$ cat src/rtl/ripple_count_sampler.sv
// Samples an asynchronous ripple-counter value, accepts it only after it has stayed stable,
// and counts the wraps of the accepted value.
module ripple_count_sampler #(
  parameter int unsigned WIDTH         = 4,
  parameter int unsigned STABLE_CYCLES = 2,
  parameter int unsigned WRAP_WIDTH    = 8
) (
  input  logic                  i_clk,
  input  logic                  i_rst_n,
  input  logic                  i_enable,
  input  logic [WIDTH-1:0]      i_count_in,
  input  logic                  i_clear_wrap,
  output logic [WIDTH-1:0]      o_count_out,
  output logic                  o_count_valid,
  output logic                  o_wrap_pulse,
  output logic [WRAP_WIDTH-1:0] o_wrap_count,
  output logic                  o_wrap_sat
);

  localparam int unsigned STAB_W = $clog2(STABLE_CYCLES + 1);

  typedef enum logic {IDLE = 1'b0, SETTLE = 1'b1} state_t;

  logic [WIDTH-1:0]      r_sync1;
  logic [WIDTH-1:0]      r_sync2;
  logic [WIDTH-1:0]      r_cand;
  logic [WIDTH-1:0]      r_count;
  logic [STAB_W-1:0]     r_stab;
  state_t                r_state;
  logic                  r_valid;
  logic                  r_wrap;
  logic [WRAP_WIDTH-1:0] r_wrap_cnt;
  logic                  r_wrap_sat;

  logic                  w_match;
  logic                  w_stab_done;
  logic                  w_accept;
  logic                  w_new;
  logic                  w_wrap;
  logic [WRAP_WIDTH-1:0] w_wrap_next;

  // Two-flop synchronizer, always running so it is warm when enable rises.
  always_ff @(posedge i_clk or negedge i_rst_n) begin
    if (!i_rst_n) begin
      r_sync1 <= '0;
      r_sync2 <= '0;
    end else begin
      r_sync1 <= i_count_in;
      r_sync2 <= r_sync1;
    end
  end

  // The confirming sample that brings stab up to STABLE_CYCLES is the accepting edge.
  always_comb begin
    w_match     = (r_sync2 == r_cand);
    w_stab_done = (r_stab == STAB_W'(STABLE_CYCLES - 1));
    w_accept    = i_enable && (r_state == SETTLE) && w_match && w_stab_done;
    w_new       = w_accept && (r_cand != r_count);
    w_wrap      = w_new && (r_cand < r_count);
    w_wrap_next = r_wrap_cnt;
    if (w_wrap && !(&r_wrap_cnt)) begin
      w_wrap_next = r_wrap_cnt + WRAP_WIDTH'(1);
    end
  end

  always_ff @(posedge i_clk or negedge i_rst_n) begin
    if (!i_rst_n) begin
      r_state <= IDLE;
      r_cand  <= '0;
      r_stab  <= '0;
      r_count <= '0;
      r_valid <= 1'b0;
      r_wrap  <= 1'b0;
    end else begin
      r_valid <= 1'b0;
      r_wrap  <= 1'b0;
      if (i_enable) begin
        if (!w_match) begin
          r_cand  <= r_sync2;
          r_stab  <= '0;
          r_state <= SETTLE;
        end else if (r_state == SETTLE) begin
          if (w_stab_done) begin
            r_state <= IDLE;
            r_stab  <= '0;
            if (w_new) begin
              r_count <= r_cand;
              r_valid <= 1'b1;
            end
            r_wrap <= w_wrap;
          end else begin
            r_stab <= r_stab + STAB_W'(1);
          end
        end
      end
    end
  end

  // Saturating wrap counter; a clear takes priority over a coincident wrap.
  always_ff @(posedge i_clk or negedge i_rst_n) begin
    if (!i_rst_n) begin
      r_wrap_cnt <= '0;
      r_wrap_sat <= 1'b0;
    end else if (i_clear_wrap) begin
      r_wrap_cnt <= '0;
      r_wrap_sat <= 1'b0;
    end else begin
      r_wrap_cnt <= w_wrap_next;
      r_wrap_sat <= &w_wrap_next;
    end
  end

  assign o_count_out   = r_count;
  assign o_count_valid = r_valid;
  assign o_wrap_pulse  = r_wrap;
  assign o_wrap_count  = r_wrap_cnt;
  assign o_wrap_sat    = r_wrap_sat;

endmodule

$ cat config.mk
export PLATFORM = sky130hd
export DESIGN_NAME = ripple_count_sampler
export DESIGN_NICKNAME = d
export VERILOG_FILES = /design/src/rtl/ripple_count_sampler.sv
export SDC_FILE = /design/constraint.sdc
export NUM_CORES = 1
export LEC_CHECK = 0
export ABC_AREA = 1
export CAP_MARGIN = 20
export CORE_MARGIN = 2
export CORE_UTILIZATION = 30
export DETAILED_ROUTE_END_ITERATION = 8
export GPL_TIMING_DRIVEN = 0
export HOLD_SLACK_MARGIN = 0.06
export PLACE_DENSITY = 0.5
export RECOVER_POWER = 25
export SYNTH_ARGS = -nofsm -noshare
export SYNTH_HDL_FRONTEND = slang
export SYNTH_SLANG_ARGS = --single-unit
$ cat constraint.sdc
create_clock -name i_clk -period 1.91 [get_ports i_clk]
set_input_delay 0.382 -clock i_clk [delete_from_list [all_inputs] [get_ports i_clk]]
set_output_delay 0.382 -clock i_clk [all_outputs]
set_load 0.05 [all_outputs]
# ---- After elaboration in Yosys (flattened, before gate mapping)
# Cells that the tools add are included.
dict set report word_totals {
  regBits 30
  elab_cells 48
}
dict set report op_classes {
  addsub 2
  magnitude_cmp 1
  eq_ne 4
  mux 18
  bitwise_logic 1
  n_reduce_logical 12
}
# op count
set op_table {}
lappend op_table {{2-to-1 mux 8 bit} 2}
lappend op_table {{AND reduction 8 bit} 2}
lappend op_table {{2-to-1 mux 1 bit} 13}
lappend op_table {{adder 8 x 1 -> 8 bit (second input constant)} 1}
lappend op_table {{logical AND 1 bit} 6}
lappend op_table {{2-to-1 mux 2 bit} 3}
lappend op_table {{AND reduction 5 bit} 1}
lappend op_table {{equality test 4 bit} 1}
lappend op_table {{less-than comparator 4 bit} 1}
lappend op_table {{!= test 4 bit} 1}
lappend op_table {{AND reduction 2 bit} 2}
lappend op_table {{adder 2 x 1 -> 2 bit (second input constant)} 1}
lappend op_table {{equality test 2 x 1 -> 1 bit (second input constant)} 1}
lappend op_table {{!= test 2 bit (second input constant)} 1}
lappend op_table {{zero test 1 bit} 1}
lappend op_table {{inverter 1 bit} 1}

# ---- Longest topological paths before layout
dict set report depth {
  word_depth 9
  mapped_depth 14
}

# ---- Worst setup path before layout
# Ideal clock, no wire load.
dict set report synth_timing {
  path_kind {reg2reg}
  from {reg r_count[3] (netlist: o_count_out[3])}
  to {reg r_wrap_cnt[5] (netlist: o_wrap_count[5])}
  setup_time_ns 0.128
  t_arrival_ns 1.949
  setup_slack_ns -0.168
  path_stages_with_launch 12
  path_buffers 0
  cell_sequence {dfrtp_1 -> inv_1 -> ha_1 -> nand2_1 -> nor2_1 -> nor2_4 -> nand3_4 -> nor2_8 -> nand2_2 -> nor2_1 -> xor2_1 -> nor2_1}
}
dict set report synth_via {
  elab_chain_len 6
  elab_cells_between_ends 7
}
# element line_no
set synth_rtl {}
lappend synth_rtl {{start, declared} 27} ;# logic [WIDTH-1:0] r_count;
lappend synth_rtl {{start signal, assigned} 87} ;# r_count <= r_cand;
lappend synth_rtl {{branches (longest 2 deep; another with less-than comparator 4 bit)} --}
lappend synth_rtl {{logical AND 1 bit *} 59} ;# w_wrap = w_new && (r_cand < r_count);
lappend synth_rtl {{logical AND 1 bit *} 61} ;# if (w_wrap && !(&r_wrap_cnt)) begin
lappend synth_rtl {{2-to-1 mux 8 bit *} 61}
lappend synth_rtl {{2-to-1 mux 8 bit *} 104} ;# end else if (i_clear_wrap) begin
lappend synth_rtl {{end signal, assigned} 108} ;# r_wrap_cnt <= w_wrap_next;
lappend synth_rtl {{end, declared} 32} ;# logic [WRAP_WIDTH-1:0] r_wrap_cnt;
# Every way passes the cells marked *.
# A chain may end at the register's enable or synchronous reset.

# ---- Worst setup path after layout
dict set report layout_timing {
  from {reg r_count[1] (netlist: o_count_out[1])}
  to {out o_count_out[1]}
}
# element line_no
set layout_rtl {}
lappend layout_rtl {{end, declared} 13} ;# output logic [WIDTH-1:0] o_count_out,
# No word-level cell between the ends.

==> metrics.md <==
| Metric | Value |
|---|---|
| Status | `completed` |
| Hold-fix buffers at CTS | `0` |
| Final Wtd Congestion | `0.839` |
| CP Depth | `1` |
| Drt pass-1 iters | `4` |
| RR Startpoint | `o_count_out[3]$_DFFE_PN0P_` |
| Die ar. | `5490 µm²` |
| Pwr dens | `~970 nW/µm²` |
| Maximum VDD drop | `about 360 µV` |
| Vias | `approximately 1,200` |
| Total track usage | `0.121` |
| Worst setup path start | `o_count_out[1]$_DFFE_PN0P_` |
| Pwr Total | `1.96 mW` |
| Io pins | `23` |
| WP data required | `~1.5 ns` |
| Async SR Flop Fraction | `1.00` |
| Syn Area/Cell | `8.33 µm²` |
| Synth unique cells | `22` |
| NumNets Final | `224` |
| Routed wire length | `3010 µm` |
| Max-Cap Viols | `0` |
| Synth Register Bits | `30` |
| CTS Buffer Depth | `2` |
| Clk_lat worst skew | `between 0.2 and 0.3 ns` |
| First DRT Iteration DRCs | `44` |
| Slowest cell on crit path | `clkdlybuf4s50_1` |
| Worst EP arrival | `1.48 ns` |
| Main synth FF type | `dfrtp_1` |
| CP Capture Point | `o_count_out[1]` |
| Ranking of synthesized cells by area | `dfrtp_1 (51%), nand2_1 (12%), inv_1 (7.4%), nor2_1 (4.3%), ha_1 (4.2%)` |
| R2R Path End | `o_wrap_sat$_DFF_PN0_` |
| Leakage power | `1.01 nW` |
| Detailed Place HPWL | `2020 µm` |
| Post-DRT Antenna Nets | `0` |
| Cell accounting for the most synthesized area | `dfrtp_1` |
| Initial Util | `0.312` |
| Final period util | `0.976` |
| Tmin final | `1.86 ns` |
| Mapped cell area | `1480 µm²` |
| Class of the worst hold path | `in -> async` |
| EDFF count, synth | `0` |
| Die span in y | `between 70 and 80 µm` |
| CTS tree | `built` |
| Clock transition at path regs | `around 0.070 ns` |
| Die width | `~74 µm` |
| First-pass GRT wire length | `4920 µm` |
| Crit-path cells | `clkdlybuf4s50_1` |
| # DRC | `0` |
| Max Fclk | `537 MHz` |
| Largest net degree at the start of global routing | `31` |
| Clk root buf | `clkbuf_8` |
| Max Slew Vio Count | `0` |
| Util after Layout | `0.428` |
| Initial antenna violation count | `0` |
| WP buf/inv | `1` |
| CP max stage delay | `between 0.8 and 0.9 ns` |
| Vias in the first global route | `1,061` |
| Clock skew | `0.00605 ns` |
| Gr ovfl total | `0` |
| Crit end category | `output port` |
| Crit start category | `flop` |
| Most common cell in the netlist | `nand2_1` |
| Area growth, synth to finish | `37.0%` |
| Number of clock sinks seen by CTS | `30` |
| Final setup viols | `0` |
| Flop2flop setup slack | `approximately 0.060 ns` |
| Via/cell ratio | `4.21` |
| Top delay family on crit path | `buffers and inverters` |
| N_diodes | `0` |
| Seq/Total Area, Yosys | `0.509` |
| Final hold vios | `0` |
| Routed len/inst | `10.8 µm` |
| Synth Net Count | `190` |
| Core area | `~4700 µm²` |
| Cell Rows | `25` |
| FF-to-FF path depth | `13` |
| RSZ-0062 raised after global routing | `yes` |
| Synth top cells by count | `nand2_1 (48), dfrtp_1 (30), inv_1 (29)` |
| Top-area cell type share of the netlist area | `0.509` |
| Post-Syn Instances | `roughly 180` |
| Critical path type | `reg -> out` |
| Num CTS Buffers | `5` |
| Port bufs | `21` |
| DP Worst Slack | `-0.326 ns` |
| Layout cells sized above 1 | `0.226` |
| H-tree Lvls | `2` |
| Final setup margin | `0.0467 ns` |
| Worst-margin pin slew | `approximately 0.66 ns` |
| Yosys warnings | `0` |
| Rel. slew slack | `0.563` |
| Worst-path fanout max | `3` |
[routing by layer]
| metal | global-route usage | part of all wire | routed length [µm] | vias to the layer above |
|---|---|---|---|---|
| li1 | - | - | - | 622 |
| met4 | 0.0606 | 0.022 | 66 | 0 |
| met5 | 0 | 0 | 0 | - |
| met1 | 0.162 | 0.49 | 1470 | 528 |
| met2 | 0.173 | 0.45 | 1360 | 18 |
| met3 | 0.0420 | 0.037 | 112 | 6 |
[logic make-up after synthesis]
| kind of cell | Yosys count | synth area share |
|---|---|---|
| buffers and inverters | 32 | 0.0814 |
| AOI/OAI and AO/OA | 19 | 0.0662 |
| xor gates and xnor gates | 2 | 0.0119 |
| adders and majority gates | 5 | 0.0424 |
| DFF | 30 | 0.509 |
| and+or+nand+nor | 89 | 0.289 |
[sequential cells by signal, summed over array words and instances, names as in the netlist]
name           flops
o_wrap_pulse       1
o_wrap_sat         1
o_wrap_count       8
r_state            1
o_count_valid      1
r_sync1            4
r_stab             2
r_cand             4
r_sync2            4
o_count_out        4
[report_power, final]
group / switching [mW] / leakage [nW] / internal (mW)
Clock: 0.246 / 0.0472 / 0.289
Combinational: 0.414 / 0.584 / 0.257
Sequential: 0.0569 / 0.379 / 0.701
Total: 0.717 / 1.01 / 1.25
[repair_timing]
action,4_1_cts,5_1_grt
resized for setup,6,21
endpoints found under the setup margin,5,7
cloned,0,1
pin swaps,3,8
buffers inserted,0,5
[worst min path at each step]
stage / from / end / slack (ns) / cells past startpoint
after floorplan: i_rst_n / o_count_out[0]$_DFFE_PN0P_ / 0.09 / 0
after global placement: r_sync1[0]$_DFF_PN0_ / r_sync2[0]$_DFF_PN0_ / 0.33 / 0
after detailed placement: r_sync1[3]$_DFF_PN0_ / r_sync2[3]$_DFF_PN0_ / 0.34 / 0
after CTS: i_rst_n / r_sync2[2]$_DFF_PN0_ / 0.15 / 1
after global routing: i_rst_n / o_count_out[2]$_DFFE_PN0P_ / 0.18 / 1
final: i_rst_n / o_count_out[2]$_DFFE_PN0P_ / 0.12 / 1
[placed cells by master (no fill, tap or decap), types with 5 or more instances in the layout]
cell             netlist  final
a21oi_1                7      7
buf_4                  0      5
clkbuf_8               0      6
clkdlybuf4s50_1        0      8
dfrtp_1               30     26
dlygate4sd2_1          0      5
inv_1                 29     26
nand2_1               48     44
nand2_2                4      5
nand3_1                8      7
nor2_1                17     13
nor2_4                 3      5
o21ai_0                9      9
[per-stage QoR]
step	std cells	hold WS [ns]	TNS [ns]	cell area, µm²
6_report	279	0.122	0	2020
5_1_grt	279	0.185	-0.0420	2020
4_1_cts	273	0.153	-0.0156	1870
3_5_place_dp	265	0.336	-1.48	1770
3_3_place_gp	265	0.333	-6.12	1780
2_1_floorplan	177	0.0864	-0.0124	1490
[cell type report]
type                    instances  area [µm²]
fillers                       479        2700
flip-flops and latches         30         756
multi-input cells             116         722
repair buffers                 26         244
inverters                      31         116
well taps                      67        83.8
clock buffers                   6        82.6
clock inverters                 2        12.5
plain buffers                   1        3.75
No activity file was read; power rests on OpenSTA's default activity.
